File: src/rtl/write_address_controller_if.sv
// Write-address controller bus.
// Carries the capture controls (arm, sample_valid, trigger) from the sampling side
// and the controller's buffer-write and status outputs back to it.
//   master : drives arm/sample_valid/trigger, observes controller outputs
//   slave  : the controller itself
`ifndef ADDR_WIDTH
`define ADDR_WIDTH 4
`endif

interface write_address_controller_if #(
  parameter int unsigned ADDR_WIDTH = `ADDR_WIDTH
);
  logic                  arm;
  logic                  sample_valid;
  logic                  trigger;
  logic                  write_enable;
  logic [ADDR_WIDTH-1:0] waddr;
  logic [ADDR_WIDTH-1:0] trigger_addr;
  logic                  triggered;
  logic                  wrapped;
  logic                  capture_done;

  modport master (
    output arm, sample_valid, trigger,
    input  write_enable, waddr, trigger_addr, triggered, wrapped, capture_done
  );

  modport slave (
    input  arm, sample_valid, trigger,
    output write_enable, waddr, trigger_addr, triggered, wrapped, capture_done
  );
endinterface

File: src/rtl/write_address_controller.sv
// Write-address controller for a circular capture buffer.
// Once armed, every valid sample is written at waddr and the pointer advances
// modulo the buffer depth. A qualified trigger records its own address, then
// POST_TRIGGER_COUNT further samples are written before the buffer freezes.
// Ports:
//   clk, reset   : clock, synchronous active-high reset
//   bus (slave)  : arm/sample_valid/trigger in; write_enable (combinational),
//                  waddr, trigger_addr, triggered, wrapped, capture_done out (registered)
`ifndef ADDR_WIDTH
`define ADDR_WIDTH 4
`endif

module write_address_controller #(
  parameter int unsigned ADDR_WIDTH         = `ADDR_WIDTH,
  parameter int unsigned POST_TRIGGER_COUNT = 8
) (
  input logic                        clk,
  input logic                        reset,
  write_address_controller_if.slave  bus
);

  typedef enum logic [1:0] {StIdle, StArmed, StPost, StDone} state_e;

  localparam logic [ADDR_WIDTH-1:0] PostCount = ADDR_WIDTH'(POST_TRIGGER_COUNT);
  localparam logic [ADDR_WIDTH-1:0] AddrMax   = '1;

  state_e                state_q;
  logic [ADDR_WIDTH-1:0] waddr_q;
  logic [ADDR_WIDTH-1:0] trigger_addr_q;
  logic [ADDR_WIDTH-1:0] post_cnt_q;
  logic                  triggered_q;
  logic                  wrapped_q;
  logic                  capture_done_q;

  logic [ADDR_WIDTH-1:0] waddr_inc;
  logic [ADDR_WIDTH-1:0] post_cnt_inc;
  logic                  at_top;

  assign waddr_inc    = waddr_q + ADDR_WIDTH'(1);
  assign post_cnt_inc = post_cnt_q + ADDR_WIDTH'(1);
  assign at_top       = (waddr_q == AddrMax);

  always_ff @(posedge clk) begin
    if (reset) begin
      state_q        <= StIdle;
      waddr_q        <= '0;
      trigger_addr_q <= '0;
      post_cnt_q     <= '0;
      triggered_q    <= 1'b0;
      wrapped_q      <= 1'b0;
      capture_done_q <= 1'b0;
    end else begin
      case (state_q)
        StIdle, StDone: begin
          if (bus.arm) begin
            state_q        <= StArmed;
            waddr_q        <= '0;
            trigger_addr_q <= '0;
            post_cnt_q     <= '0;
            triggered_q    <= 1'b0;
            wrapped_q      <= 1'b0;
            capture_done_q <= 1'b0;
          end
        end
        StArmed: begin
          if (bus.sample_valid) begin
            if (bus.trigger) begin
              triggered_q    <= 1'b1;
              trigger_addr_q <= waddr_q;
              if (PostCount != '0) begin
                waddr_q    <= waddr_inc;
                wrapped_q  <= wrapped_q | at_top;
                post_cnt_q <= '0;
                state_q    <= StPost;
              end else begin
                // No post-trigger samples: freeze on the trigger sample itself.
                capture_done_q <= 1'b1;
                state_q        <= StDone;
              end
            end else begin
              waddr_q   <= waddr_inc;
              wrapped_q <= wrapped_q | at_top;
            end
          end
        end
        StPost: begin
          if (bus.sample_valid) begin
            post_cnt_q <= post_cnt_inc;
            if (post_cnt_inc == PostCount) begin
              // Final write: leave waddr on the last written sample.
              capture_done_q <= 1'b1;
              state_q        <= StDone;
            end else begin
              waddr_q   <= waddr_inc;
              wrapped_q <= wrapped_q | at_top;
            end
          end
        end
        default: state_q <= StIdle;
      endcase
    end
  end

  assign bus.write_enable = bus.sample_valid & ((state_q == StArmed) | (state_q == StPost));
  assign bus.waddr        = waddr_q;
  assign bus.trigger_addr = trigger_addr_q;
  assign bus.triggered    = triggered_q;
  assign bus.wrapped      = wrapped_q;
  assign bus.capture_done = capture_done_q;

endmodule

File: src/flat_wrapper.sv
// flat-port wrapper written by rule: the top's interface ports become plain ports
module write_address_controller_flat 
#(
  parameter int unsigned ADDR_WIDTH         = `ADDR_WIDTH,
  parameter int unsigned POST_TRIGGER_COUNT = 8
)
  (clk, reset, bus_arm, bus_sample_valid, bus_trigger, bus_write_enable, bus_waddr, bus_trigger_addr, bus_triggered, bus_wrapped, bus_capture_done);
  write_address_controller_if #(.ADDR_WIDTH(ADDR_WIDTH)) bus_i ();
  input logic clk;
  input logic reset;
  input wire logic [$bits(bus_i.arm)-1:0] bus_arm;
  input wire logic [$bits(bus_i.sample_valid)-1:0] bus_sample_valid;
  input wire logic [$bits(bus_i.trigger)-1:0] bus_trigger;
  output wire logic [$bits(bus_i.write_enable)-1:0] bus_write_enable;
  output wire logic [$bits(bus_i.waddr)-1:0] bus_waddr;
  output wire logic [$bits(bus_i.trigger_addr)-1:0] bus_trigger_addr;
  output wire logic [$bits(bus_i.triggered)-1:0] bus_triggered;
  output wire logic [$bits(bus_i.wrapped)-1:0] bus_wrapped;
  output wire logic [$bits(bus_i.capture_done)-1:0] bus_capture_done;
  assign bus_i.arm = bus_arm;
  assign bus_i.sample_valid = bus_sample_valid;
  assign bus_i.trigger = bus_trigger;
  assign bus_write_enable = bus_i.write_enable;
  assign bus_waddr = bus_i.waddr;
  assign bus_trigger_addr = bus_i.trigger_addr;
  assign bus_triggered = bus_i.triggered;
  assign bus_wrapped = bus_i.wrapped;
  assign bus_capture_done = bus_i.capture_done;
  write_address_controller #(.ADDR_WIDTH(ADDR_WIDTH), .POST_TRIGGER_COUNT(POST_TRIGGER_COUNT)) u_core (.clk(clk), .reset(reset), .bus(bus_i));
endmodule
File: config.mk
export PLATFORM = sky130hd
export DESIGN_NAME = write_address_controller_flat
export DESIGN_NICKNAME = d
export VERILOG_FILES = /design/src/rtl/write_address_controller_if.sv /design/src/rtl/write_address_controller.sv /design/src/flat_wrapper.sv
export SDC_FILE = /design/constraint.sdc
export NUM_CORES = 1
export LEC_CHECK = 0
export CORE_MARGIN = 3
export CORE_UTILIZATION = 53
export CTS_CLUSTER_DIAMETER = 60
export DETAILED_ROUTE_END_ITERATION = 8
export PLACE_DENSITY = 0.81
export SYNTH_ARGS = -nofsm -noshare
export SYNTH_HDL_FRONTEND = slang
export SYNTH_SLANG_ARGS = --single-unit
File: constraint.sdc
create_clock -name clk -period 2.75 [get_ports clk]
set_input_delay 0.825 -clock clk [delete_from_list [all_inputs] [get_ports clk]]
set_output_delay 0.825 -clock clk [all_outputs]
set_load 0.01 [all_outputs]
==> out/qor.log <==
INFO  global_routing number_of_antenna_violations_at_the_first_check_in_global_routing=0
INFO  clocking       cts_root_buf=clkbuf_4
INFO  synth          post_synthesis_cells=105
INFO  outcome        outcome=finished clean
INFO  die            ios=17
INFO  synth          synth.area.top_cells=dfxtp_1, nor2_1, ha_1, o21ai_0, a21oi_1
INFO  global_routing grt_overflow_total=0
INFO  route          dr_total_vias=806
INFO  synth          post_synth_mux_area_share=0.0230
INFO  synth          synth_top_area_share=0.390
INFO  power          powerDensity=757mW/mm^2
INFO  clocking       cts_buffer_depth=2
INFO  timing         postLayoutSetupSlackWorst=0.217ns
INFO  clocking       cts-htree-levels=1
INFO  power          max-vdd-ir-drop=0.510mV
INFO  synth          synth-compound-area-share=0.268
INFO  die            rows=14
INFO  synth          yosys.cell_count.top_type=nor2_1
INFO  global_routing grt_start_max_net_pins=18
INFO  die            area_of_the_die=0.00217mm^2
INFO  route          drtPass1Iterations=4
INFO  setup_path     timing.critical_path.from_type=input pin
INFO  synth          yosys.area_share.xor_xnor=0
INFO  clocking       clkTransAtPathRegs=0.10ns
INFO  clocking       cts_num_sinks=17
INFO  setup_path     setup.worst_path.class=input pin to primary output
INFO  timing         worst_slew_margin_rel=0.570
INFO  global_routing track_usage=0.209
INFO  synth          yosysTopAreaCell=dfxtp_1
INFO  synth          ys_top_cells_by_count=nor2_1, dfxtp_1, nand2_1
INFO  timing         setup_violations=0
INFO  clocking       postCtsHoldBufs=0
INFO  timing         finalHoldViolCount=0
INFO  layout         finish.cell_count_without_fillers=141
INFO  route          number_of_nets_still_failing_antenna_checks_after_routing=0
INFO  power          design_power_total=0.822mW
INFO  global_routing via_count_of_the_first_global_routing_pass=778
INFO  setup_path     worstPathArrival=1.71ns
INFO  synth          synth.lib_cells_used.distinct=27
INFO  synth          asyncSetResetFlopFracSynth=0
INFO  die            die-height=46.6um
INFO  route          drc=0
INFO  timing         finalMaxSlewViolations=0
INFO  clocking       clock_tree_from_tritoncts=done
INFO  timing         min_period_over_period=0.921
INFO  synth          synth_nets=114
INFO  synth          synth.yosys.warnings=0
INFO  layout         area_delta_synth_final=24.5%
INFO  setup_path     endpoint_kind=primary output
INFO  synth          ys_ff_latch=17
INFO  synth          main_combinational_cell_family_by_area_after_synthesis=compound AO/OA/AOI/OAI gates
INFO  worst_hold_path holdPathStages=2
INFO  timing         grt_setup_unrepaired=no
INFO  clocking       clock_latency=0.28ns
INFO  global_routing grt_pass1_wl=3290um
INFO  synth          synth_edf_count=0
INFO  timing         final.setup_skew=0.00158ns
INFO  setup_path     path_max_fanout=2
INFO  flow_run       maxCapViolCount=0
INFO  route          dr.first_iter.drc_count=10
INFO  timing         tns=0ns
INFO  place          placed_cells=137
INFO  route          totalWireLength=1850um
INFO  timing         post-route-min-period=2.53ns
INFO  place          dpl.hpwl=1360um
INFO  clocking       tritoncts.num_buffers=3
INFO  die            chipWidth=46.6um
INFO  worst_hold_path min-delay-path-class=flop to flop
INFO  layout         drive_above_1_share=0.0800
INFO  place          buffer_ports.inserted=16
INFO  synth          simple_gate_share_of_the_synthesized_area=0.222
INFO  setup_path     worst_r2r_path_depth=7
INFO  synth          synth_fa_ha_area_frac=0.0574
INFO  die            initial_utilization=0.572
INFO  place          placement.setup.worst_slack=-0.0683ns
INFO  layout         fill_cells=133
INFO  layout         layout.nets=135
INFO  synth          syn-cell-area=872um^2
INFO  place          final_estimated_routing_congestion_in_global_placement=0.869
INFO  synth          synthFlopType=dfxtp_1
INFO  timing         fmax=395MHz
INFO  layout         antenna_cells=0
INFO  die            core_region_area=0.00152mm^2
INFO  timing         fin_worst_hold_slack=0.481ns
INFO  route          post_drt_wl_per_cell=13.1um
INFO  timing         tightest_slew=0.643ns
INFO  power          total_leakage_power=0.398nW
INFO  route          routed_via_density=5.72
INFO  synth          yosysSeqAreaShare=0.390
INFO  synth          syn_area_per_cell=8.31um^2
INFO  setup_path     endpoint_required_time_on_the_critical_path=1.93ns
## sequential cells by signal (all words and copies together) (netlist names)
| signal | cells |
|---|---|
| u_core.post_cnt_q | 4 |
| u_core.state_q | 2 |
| u_core.bus.capture_done | 1 |
| u_core.bus.triggered | 1 |
| u_core.bus.wrapped | 1 |
| u_core.bus.waddr | 4 |
| u_core.bus.trigger_addr | 4 |
## placed cells by master, fill, tap and decap left out, types with 2 or more instances in the layout
cell type,instances
a211oi_1,2
a21oi_1,8
clkbuf_4,3
a22oi_1,5
nand3b_1,3
a31oi_1,2
nand3_1,4
o21ai_0,9
dfxtp_1,17
buf_4,2
mux2i_1,2
ha_1,4
nand2_1,10
nor2_1,18
clkdlybuf4s50_1,15
inv_1,7
## critical path, stage by stage
cell and delay [ns]:
clkdlybuf4s50_1 0.48, inv_1 0.06, nor2_1 0.08, dlygate4sd2_1 0.27
## layout make-up
class,count,area [um^2],share of cell area
Clock buffer,3,22.5,0.0207
Tap cell,16,20.0,0.0184
Multi-Input combinational cell,79,498,0.459
Sequential cell,17,340,0.313
Timing Repair Buffer,18,174,0.160
Clock inverter,1,5.00,0.00461
Inverter,7,26.3,0.0242
## cell families after synthesis
family | count (synthesis)
AND/OR/NAND/NOR | 41
AO/OA/AOI/OAI | 32
flip-flops | 17
buffers and inverters | 9
adder cells (fa/ha/maj) | 4
multiplexers | 2
## through the flow
stage	utilization	area, um^2
2_1_floorplan	-	872
5_1_grt	0.713	1090
3_3_place_gp	0.695	1060
4_1_cts	0.713	1090
3_5_place_dp	0.695	1060
6_report	0.713	1090
## layer usage
layer,vias up,share of wire,global-route usage
met5,-,0,0
li1,415,-,-
met3,2,0.047,0.0391
met1,371,0.48,0.270
met4,0,0.0076,0.0739
met2,18,0.47,0.341
## where the power goes
group,internal [mW],switching [mW]
combinational,0.144,0.243
clock,0.0539,0.0782
sequential,0.274,0.0283
## timing repair
action                     CTS  global route
buffers inserted             0             0
gates resized for setup      1             0
setup endpoints to repair    1             0
hold endpoints to repair     0             0
## path summary, 6_finish.rpt
path	from	end	slack (ns)
setup / recovery	bus_sample_valid	bus_write_enable	0.22
hold / removal	u_core.bus.triggered$_SDFFE_PP0P_	u_core.bus.triggered$_SDFFE_PP0P_	0.48
setup reg to reg	u_core.state_q[0]$_SDFFE_PP0P_	u_core.post_cnt_q[3]$_SDFFE_PP0P_	0.98
hold reg to reg	u_core.bus.triggered$_SDFFE_PP0P_	u_core.bus.triggered$_SDFFE_PP0P_	0.48
(Power assumes the default switching activity.)
